--- config.mk ---
export PLATFORM = sky130hd
export DESIGN_NAME = ether_in
export DESIGN_NICKNAME = d
export VERILOG_FILES = /design/src/rtl/ether_pkg.sv /design/src/rtl/crc32.sv /design/src/rtl/ether_in.sv
export SDC_FILE = /design/constraint.sdc
export NUM_CORES = 1
export LEC_CHECK = 0
export CORE_MARGIN = 4
export CORE_UTILIZATION = 36
export CTS_CLUSTER_DIAMETER = 120
export CTS_CLUSTER_SIZE = 8
export DETAILED_ROUTE_END_ITERATION = 8
export PLACE_DENSITY = 0.51
export SYNTH_ARGS = -nofsm -noshare
export SYNTH_HDL_FRONTEND = slang
export SYNTH_SLANG_ARGS = --single-unit
--- constraint.sdc ---
create_clock -name clk -period 13.8 [get_ports clk]
set_clock_uncertainty 0.15 [all_clocks]
set_input_delay 4.14 -clock clk [delete_from_list [all_inputs] [get_ports clk]]
set_output_delay 4.14 -clock clk [all_outputs]
set_load 0.01 [all_outputs]
--- src/rtl/ether_pkg.sv ---
// Shared types and constants for the RMII Ethernet receive path.
package ether_pkg;

  typedef enum logic [2:0] {
    SKIP,
    IDLE,
    PREAMBLE,
    HEADER,
    PAYLOAD,
    CHECK
  } state_t;

  localparam int unsigned HEADER_DIBITS  = 56;
  localparam int unsigned FCS_DIBITS     = 16;
  localparam int unsigned MIN_DIBITS     = HEADER_DIBITS + FCS_DIBITS;
  localparam logic [1:0]  PREAMBLE_DIBIT = 2'b01;
  localparam logic [1:0]  SFD_DIBIT      = 2'b11;

  // Reflected IEEE 802.3 polynomial; rxd[0] is the earlier bit on the wire.
  localparam logic [31:0] CRC_POLY       = 32'hEDB88320;

endpackage

--- src/rtl/crc32.sv ---
// Dibit-serial Ethernet CRC-32. axiod is the FCS as it would sit in a 16-dibit
// left-shifting line, first transmitted dibit in [31:30].
module crc32
  import ether_pkg::*;
(
  input  logic        clk,
  input  logic        rst,
  input  logic        axiiv,
  input  logic [1:0]  axiid,
  output logic        axiov,
  output logic [31:0] axiod
);

  logic [31:0] lfsr;

  function automatic logic [31:0] crc_step(input logic [31:0] c, input logic [1:0] d);
    logic [31:0] r;
    r = c;
    for (int b = 0; b < 2; b++) begin
      r = (r >> 1) ^ ({32{r[0] ^ d[b]}} & CRC_POLY);
    end
    return r;
  endfunction

  // Complemented register, regrouped so the dibit sent first lands in [31:30].
  function automatic logic [31:0] wire_order(input logic [31:0] c);
    logic [31:0] o;
    o = '0;
    for (int i = 0; i < 16; i++) begin
      o[31-2*i] = ~c[2*i+1];
      o[30-2*i] = ~c[2*i];
    end
    return o;
  endfunction

  always_ff @(posedge clk or negedge rst) begin
    if (!rst) begin
      lfsr  <= '1;
      axiov <= 1'b0;
      axiod <= '0;
    end else begin
      if (axiiv) begin
        lfsr  <= crc_step(lfsr, axiid);
        axiov <= 1'b1;
      end
      axiod <= wire_order(lfsr);
    end
  end

endmodule

--- src/rtl/ether_in.sv ---
// RMII receive front end: strips preamble/header, forwards payload dibits and
// reports FCS status and runt frames at the end of each frame.
module ether_in
  import ether_pkg::*;
#(
  parameter logic [15:0] ETHERTYPE   = 16'h9000,
  parameter int unsigned FILTER_TYPE = 1
) (
  input  logic        clk,
  input  logic        rst,
  input  logic        crsdv,
  input  logic [1:0]  rxd,
  output logic        axiov,
  output logic [1:0]  axiod,
  output logic [15:0] ethertype,
  output logic        frame_done,
  output logic        fcs_ok,
  output logic        runt
);

  localparam logic [12:0] FcsCnt    = 13'(FCS_DIBITS);
  localparam logic [12:0] TypeStart = 13'(HEADER_DIBITS - 8);
  localparam logic [12:0] TypeLast  = 13'(HEADER_DIBITS - 1);
  localparam logic [12:0] MinCnt    = 13'(MIN_DIBITS);

  state_t      state;
  logic [12:0] count;
  logic [31:0] dline;
  logic [13:0] type_sh;
  logic        accept;
  logic        pass;
  logic        crc_rst;
  logic        crc_in_valid;
  logic        crc_valid;
  logic [31:0] crc_out;

  assign accept       = crsdv && (state == HEADER || state == PAYLOAD);
  assign crc_in_valid = accept && (count >= FcsCnt);
  assign crc_rst      = rst && !(state == IDLE || state == PREAMBLE);
  assign pass         = (FILTER_TYPE == 0) || (ethertype == ETHERTYPE);

  // Fed from the tail of the delay line, so the trailing FCS never enters it.
  crc32 u_crc (
    .clk   (clk),
    .rst   (crc_rst),
    .axiiv (crc_in_valid),
    .axiid (dline[31:30]),
    .axiov (crc_valid),
    .axiod (crc_out)
  );

  always_ff @(posedge clk or negedge rst) begin
    if (!rst) begin
      state      <= SKIP;
      count      <= '0;
      dline      <= '0;
      type_sh    <= '0;
      ethertype  <= '0;
      axiov      <= 1'b0;
      axiod      <= '0;
      frame_done <= 1'b0;
      fcs_ok     <= 1'b0;
      runt       <= 1'b0;
    end else begin
      axiov      <= 1'b0;
      frame_done <= 1'b0;
      unique case (state)
        SKIP: begin
          if (!crsdv) state <= IDLE;
        end
        IDLE: begin
          if (crsdv && rxd == PREAMBLE_DIBIT) state <= PREAMBLE;
        end
        PREAMBLE: begin
          count <= '0;
          dline <= '0;
          if (!crsdv) state <= IDLE;
          else if (rxd == SFD_DIBIT) state <= HEADER;
          else if (rxd != PREAMBLE_DIBIT) state <= SKIP;
        end
        HEADER, PAYLOAD: begin
          if (!crsdv) begin
            state <= CHECK;
          end else begin
            dline <= {dline[29:0], rxd};
            if (count != '1) count <= count + 13'd1;
            if (state == HEADER && count >= TypeStart) type_sh <= {type_sh[11:0], rxd};
            if (state == HEADER && count == TypeLast) begin
              ethertype <= {type_sh, rxd};
              state     <= PAYLOAD;
            end
            // Dibit leaving the line is payload once it is past the header.
            if (count >= MinCnt && pass) begin
              axiov <= 1'b1;
              axiod <= dline[31:30];
            end
          end
        end
        CHECK: begin
          frame_done <= 1'b1;
          runt       <= (count < MinCnt);
          fcs_ok     <= (count >= MinCnt) && crc_valid && (dline == crc_out);
          state      <= IDLE;
        end
        default: state <= SKIP;
      endcase
    end
  end

endmodule

==> results.md, run 1 <==
- VDD IR-drop max: 0.0980 mV
- First-pass GRT wire length: 20800 µm
- FF+latch count, synth: 149
- ANT nets after route: 0
- Syn_nets: 523
- Psw: 0.000360 W
- Critical Path End: count[6]
- Total GRT Usage: 0.134
- Layout area overhead: 18.2%
- WS Path Type: input port to register
- Fillers: 1592
- RSZ-0062 raised after global routing: false
- Vias: 3785
- CTS Sinks: 149
- R2R depth: 5
- Syn Inst Count: 516
- Placeable Area: 16800 µm²
- WP data arrival: 6.51 ns
- CTS Hold Bufs: 0
- CTS tree: yes
- Layout cells sized above 1: 0.200
- Worst-path clk slew: 0.06 ns
- Total power: 0.00125 W
- IO Pins: 27
- Sequential Power Share: 0.438
- Largest net degree at the start of global routing: 66
- FF/Latch Area: 3770 µm²
- Dominant cell type by area after synthesis: dfrtp_1
- Starting Density: 0.372
- Footprint of the multi-input gates: 2280 µm²
- Port-buffer cells: 26
- Startpoint Class: input port
- Clock network power share: 0.385
- Fmax: 0.158 GHz
- Required time of the worst setup path: 13.98 ns
- Die height: 140 µm
- CP max FO: 40
- H-tree depth: 4
- DRC: 0
- Top-area cell type share of the netlist area: 0.467
- Post-synth EDFFs: 0
- Gate power share: 0.176
- Hold Vio Cnt, Final: 0
- Initial DRC Count: 193
- Synth area leaders: dfrtp_1 47%, dfstp_2 13%, a22o_1 4.9%
- RR Endpoint: ethertype[13]
- Final net count: 553
- Outcome: finished, final reports clean
- Int Pwr: 0.000888 W
- Hold_sp: u_crc.lfsr[0]
- Final Setup Violations: 0
- Die area: 19600 µm²
- Number of gates resized after cts: 0
- Switch share: 0.289
- LEAKAGE: 3.07 nW
- Num CTS Buffers: 17
- Critical path origin: crsdv
- Period Utilization, post-route: 0.459
- Total Neg Setup Slack: 0 ns
- Ys async rst share: 1.00
- Final slew viol count: 0
- Syn avg cell area: 12.1 µm²
- Period minus WS final: 6.33 ns
- Global placement routability congestion: 0.842
- DRT Pass-1 Iters: 4
- Deepest clock path buffer count: 2
- Relative slew slack: 0.187
- Crit. End Element: register
- PwrDens: 169 nW/µm²
- Initial antenna violation count: 0
- Worst hold-check path type: register to register
- Clock latency at the later pin of the worst-skew pair: 0.41 ns
- Total setup buffers inserted after CTS: 0
- RR Startpoint: count[8]
- Die X: 140 µm
- Flop2flop setup slack: 10.76 ns
- Vias per std cell: 4.86
- Inserted Diodes: 0
- Yosys warns: 0
- Yosys cell types: 47
- Post-synthesis sequential area ratio: 0.602
- Vias in the first global route: 3884
- CTS root buf: clkbuf_16
- Post-Route WL: 12400 µm
- DP HPWL: 8200 µm
- Overflow after GRT: 0
- Max Cap Viol: 0
- Dominant synthesized flop cell: dfrtp_1
- Synthesized area: 6260 µm²
- Actual slew at the worst max-slew pin: 1.22 ns
- Cell row count: 47
- DR WL/cell: 15.9 µm
[power by group through the flow]
| stage | Clock [W] | Sequential, W | Combinational (W) |
|---|---|---|---|
| final | 0.000481 | 0.000547 | 0.000220 |
| after global routing | 0.000518 | 0.000555 | 0.000250 |
| after CTS | 0.000495 | 0.000548 | 0.000227 |
| after detailed placement | 0 | 0.000555 | 0.000226 |
| after global placement | 0 | 0.000554 | 0.000221 |
| after floorplan | 0 | 0.000536 | 0.000168 |
[how the worst min path moves through the flow]
stage / cells after the start / slack, ns / end
after floorplan: 1 / 0.28 / u_crc.axiod[12]
after global placement: 1 / 0.28 / u_crc.axiod[27]
after detailed placement: 1 / 0.29 / u_crc.axiod[30]
after CTS: 1 / 0.30 / u_crc.axiod[30]
after global routing: 1 / 0.32 / u_crc.axiod[27]
final: 1 / 0.30 / u_crc.axiod[30]
[worst max-delay path, cell delays in order]
cell	delay [ns]
clkdlybuf4s50_1	0.79
nand2b_1	0.22
a2bb2oi_2	0.17
buf_4	0.27
nand4b_1	0.37
or3_1	0.38
a21oi_1	0.16
[layout by cell type (no fill, tap or decap), types with 3 or more instances in the layout]
cell type / n
mux2_4: 10
nor2_1: 11
or3_1: 5
nor4_1: 15
clkbuf_16: 17
clkinv_2: 4
nand2b_1: 6
dfrtp_1: 117
inv_1: 38
a21oi_1: 9
dfstp_2: 32
xor2_1: 28
xnor2_1: 31
o21ai_0: 38
clkdlybuf4s50_1: 25
and2_1: 3
nand3_1: 5
nand4_1: 9
a22o_1: 35
nand2_1: 41
nor3_1: 3
clkinvlp_4: 4
o22ai_1: 3
buf_4: 9
bufinv_16: 4
mux2_2: 22
[flip-flops by register name, summed over array words and instances, names as in the netlist, 2 cells and up]
register and flops:
u_crc.lfsr 32, type_sh 14, u_crc.axiod 32, state 3
axiod 2, count 13, ethertype 16, dline 32
[synthesized netlist by cell type (2+ instances only)]
library cell,n
a21oi_1,9
a22o_1,35
a31oi_1,2
and2_1,3
and3_1,2
buf_2,5
clkbuf_1,14
dfrtp_1,117
dfstp_2,32
ha_1,2
inv_1,38
mux2_2,22
mux2_4,10
nand2_1,41
nand2b_1,6
nand3_1,5
nand3b_1,2
nand4_1,9
nand4b_1,2
nor2_1,11
nor2b_1,2
nor3_1,3
nor4_1,15
nor4bb_1,2
o211ai_1,2
o21ai_0,38
o22ai_1,3
o31ai_1,2
or3_1,5
or4_4,2
xnor2_1,32
xor2_1,28
[metrics by stage]
stage,instance area [µm²],utilization,worst slack [ns],hold WS [ns],instances
2_1_floorplan,6260,-,3.01,0.278,516
3_3_place_gp,6780,0.403,7.22,0.283,747
3_5_place_dp,6780,0.403,7.07,0.289,747
4_1_cts,7400,0.440,7.51,0.303,779
5_1_grt,7400,0.440,7.30,0.320,779
6_report,7400,0.440,7.47,0.298,779
[per-layer routing]
layer / GRT usage / share of wire
met5: 0 / 0
met4: 0.0418 / 0.011
met3: 0.0402 / 0.044
met2: 0.194 / 0.45
met1: 0.192 / 0.50
[kinds of logic after synthesis]
logic type | synth area share
fa+ha+maj | 0.00399
simple gates | 0.0987
flops | 0.602
xor+xnor | 0.0865
mux | 0.0651
compound gates | 0.103
buf+inv | 0.0415
[final cells by class]
type / count / area share
tap: 220 / 0.0372
clock buffer: 19 / 0.0598
clock inverter: 13 / 0.0242
timing repair buffer: 34 / 0.0429
sequential: 149 / 0.509
multi-input combinational: 306 / 0.308
inverter: 38 / 0.0193
No activity file was read; power rests on OpenSTA's default activity.
==> run 2: changes to the inputs <==
--- a/config.mk
+++ b/config.mk
@@ -10,7 +10,7 @@
 export CTS_CLUSTER_DIAMETER = 120
 export CTS_CLUSTER_SIZE = 8
 export DETAILED_ROUTE_END_ITERATION = 8
-export PLACE_DENSITY = 0.51
+export PLACE_DENSITY = 0.53
 export SYNTH_ARGS = -nofsm -noshare
 export SYNTH_HDL_FRONTEND = slang
 export SYNTH_SLANG_ARGS = --single-unit
==> constraint.sdc (replaced) <==
create_clock -name clk -period 5.69 [get_ports clk]
set_clock_uncertainty 0.15 [all_clocks]
set_input_delay 1.707 -clock clk [delete_from_list [all_inputs] [get_ports clk]]
set_output_delay 1.707 -clock clk [all_outputs]
set_load 0.01 [all_outputs]
==> results.md, run 2 (synthesis results as in run 1) <==
- Outcome: finished, final reports clean
- WHS Path Cells: 1 (unchanged)
- RR Startpoint: count[9]
- Port-buffer cells: 26 (unchanged)
- Worst-path clk slew: 0.06 ns (about the same)
- DRT Pass-1 Iters: 4 (unchanged)
- RR Endpoint: ethertype[14]
- Hold EP: u_crc.axiod[20]
- CP peak stage delay: 0.73 ns (-0.06 ns)
- Required time of the worst setup path: 5.85 ns (-8.13 ns)
- Initial antenna violation count: 0 (unchanged)
- Worst hold-check path type: register to register
- Period minus WS final: 3.97 ns
- Design Area, Final: 7330 µm² (-1.1%)
- Critical path origin: crsdv
- CTS Sinks: 149 (unchanged)
- WS Path Type: input port to register
- Hold Vio Cnt, Final: 0 (unchanged)
- Final Setup Violations: 0 (unchanged)
- Hold_sp: u_crc.lfsr[10]
- Final hold slack: 0.300 ns (+0.00232 ns)
- Vias per std cell: 4.95 (+1.9%)
- Critical-path cell list: clkdlybuf4s50_1 -> nand2b_1 -> a2bb2oi_2 -> buf_4 -> nor4_1 -> xnor2_1 -> nor2_1
- Final core utilization: 0.436 (-0.00469)
- DRC: 0 (unchanged)
- VDD IR-drop max: 0.226 mV (+130%)
- Number of gates resized after cts: 0 (unchanged)
- Die X: 140 µm (unchanged)
- CP max FO: 21 (-48%)
- WP data arrival: 4.13 ns (-2.38 ns)
- CTS root buf: clkbuf_16
- Inserted Diodes: 0 (unchanged)
- Total GRT Usage: 0.136 (+0.00232)
- DP HPWL: 8410 µm (+2.6%)
- R2R depth: 5 (unchanged)
- RSZ-0062 raised after global routing: false
- Layout area overhead: 16.9%
- H-tree depth: 4 (unchanged)
- CTS Hold Bufs: 0 (unchanged)
- Most common cell after layout, fill and taps aside: dfrtp_1
- Post-Route WL: 12400 µm (+0.77%)
- Initial DRC Count: 205 (+6.2%)
- Startpoint Class: input port
- IO Pins: 27 (unchanged)
- First-pass GRT wire length: 21200 µm (+2.1%)
- Final slew viol count: 0 (unchanged)
- CTS tree: yes
- Die area: 19600 µm² (unchanged)
- Clock latency at the later pin of the worst-skew pair: 0.42 ns (about the same)
- Vias: 3856 (+1.9%)
- DR WL/cell: 16.0 µm (+0.77%)
- Crit. End Element: register
- Die height: 140 µm (unchanged)
- Final net count: 553 (unchanged)
- Cell row count: 47 (unchanged)
- Overflow after GRT: 0 (unchanged)
- Max Cap Viol: 0 (unchanged)
- Num CTS Buffers: 17 (unchanged)
- Total setup buffers inserted after CTS: 0 (unchanged)
- Fmax: 0.252 GHz
- Layout cells sized above 1: 0.200 (unchanged)
- Relative slew slack: 0.202 (+0.0154)
- Largest net degree at the start of global routing: 66 (unchanged)
- Total Neg Setup Slack: 0 ns (unchanged)
- Deepest clock path buffer count: 2 (unchanged)
- ANT nets after route: 0 (unchanged)
- Actual slew at the worst max-slew pin: 1.20 ns (-0.0231 ns)
- LEAKAGE: 3.02 nW (-1.4%)
- Starting Density: 0.372 (unchanged)
- Post-DP Area: 6780 µm² (-0.11%)
- Vias in the first global route: 3982 (+2.5%)
- Period Utilization, post-route: 0.698
- Placeable Area: 16800 µm² (unchanged)
- Global placement routability congestion: 0.823 (-2.3%)
- PwrDens: 395 nW/µm² (+130%)
- Commonest non-fill, non-tap cells in the layout: 117 x dfrtp_1, 41 x nand2_1, 38 x inv_1, 38 x o21ai_0, 35 x a22o_1
- Leading registers by flop count: dline: 32 flops, u_crc.axiod: 32 flops, u_crc.lfsr: 32 flops
- Flop2flop setup slack: 2.58 ns (-8.18 ns)
- CP max stage cell: a2bb2oi_2
==> run 2: cell types whose count changed in the layout (fill, tap and decap cells not counted), sizes merged <==
cell	previous run	this run
clkinv	4	6
bufinv	4	0
clkinvlp	4	5
clkbuf	19	17
inv	39	42
==> run 2: critical path, delay by kind of cell <==
family / cells / cell delay, ns
buffers and inverters: 2 / 1.05
AOI/OAI and AO/OA: 1 / 0.73
and+or+nand+nor: 3 / 0.46
xor gates and xnor gates: 1 / 0.18
==> run 2: routing by layer <==
metal / vias to the layer above / GRT usage / share of wire
met1: 1944 / 0.194 / 0.50
li1: 1836 / - / -
met5: - / 0 / 0
met3: 16 / 0.0409 / 0.040
met4: 0 / 0.0418 / 0.012
met2: 60 / 0.200 / 0.45
==> run 2: power by group <==
group / internal, W / leakage [nW] / switching, W
sequential: 0.00121 / 1.84 / 0.000124
clock: 0.000565 / 0.253 / 0.000466
combinational: 0.000202 / 0.933 / 0.000327
total: 0.00198 / 3.02 / 0.000917
==> run 2: how the worst max path moves through the flow <==
stage | endpoint | cells after the start
floorplan | u_crc.axiod[0] | 1
global placement | count[5] | 7
detailed placement | count[5] | 7
CTS | count[5] | 7
global route | count[5] | 7
finish | count[5] | 7
==> run 2: cell type report <==
class	instances	area, µm²
Clock buffer	17	425
Multi-Input combinational cell	306	2270
Timing Repair Buffer	34	318
Tap cell	220	275
Inverter	38	143
Clock inverter	15	125
Sequential cell	149	3770
Fill cell	1610	9490
==> run 2: stage by stage <==
stage                     cells  total power, W  setup WS, ns
after floorplan             516         0.00171          1.54
after global placement      747         0.00188          1.35
after detailed placement    747         0.00189          1.33
after CTS                   779         0.00294          1.78
after global routing        779         0.00306          1.52
final                       779         0.00289          1.72
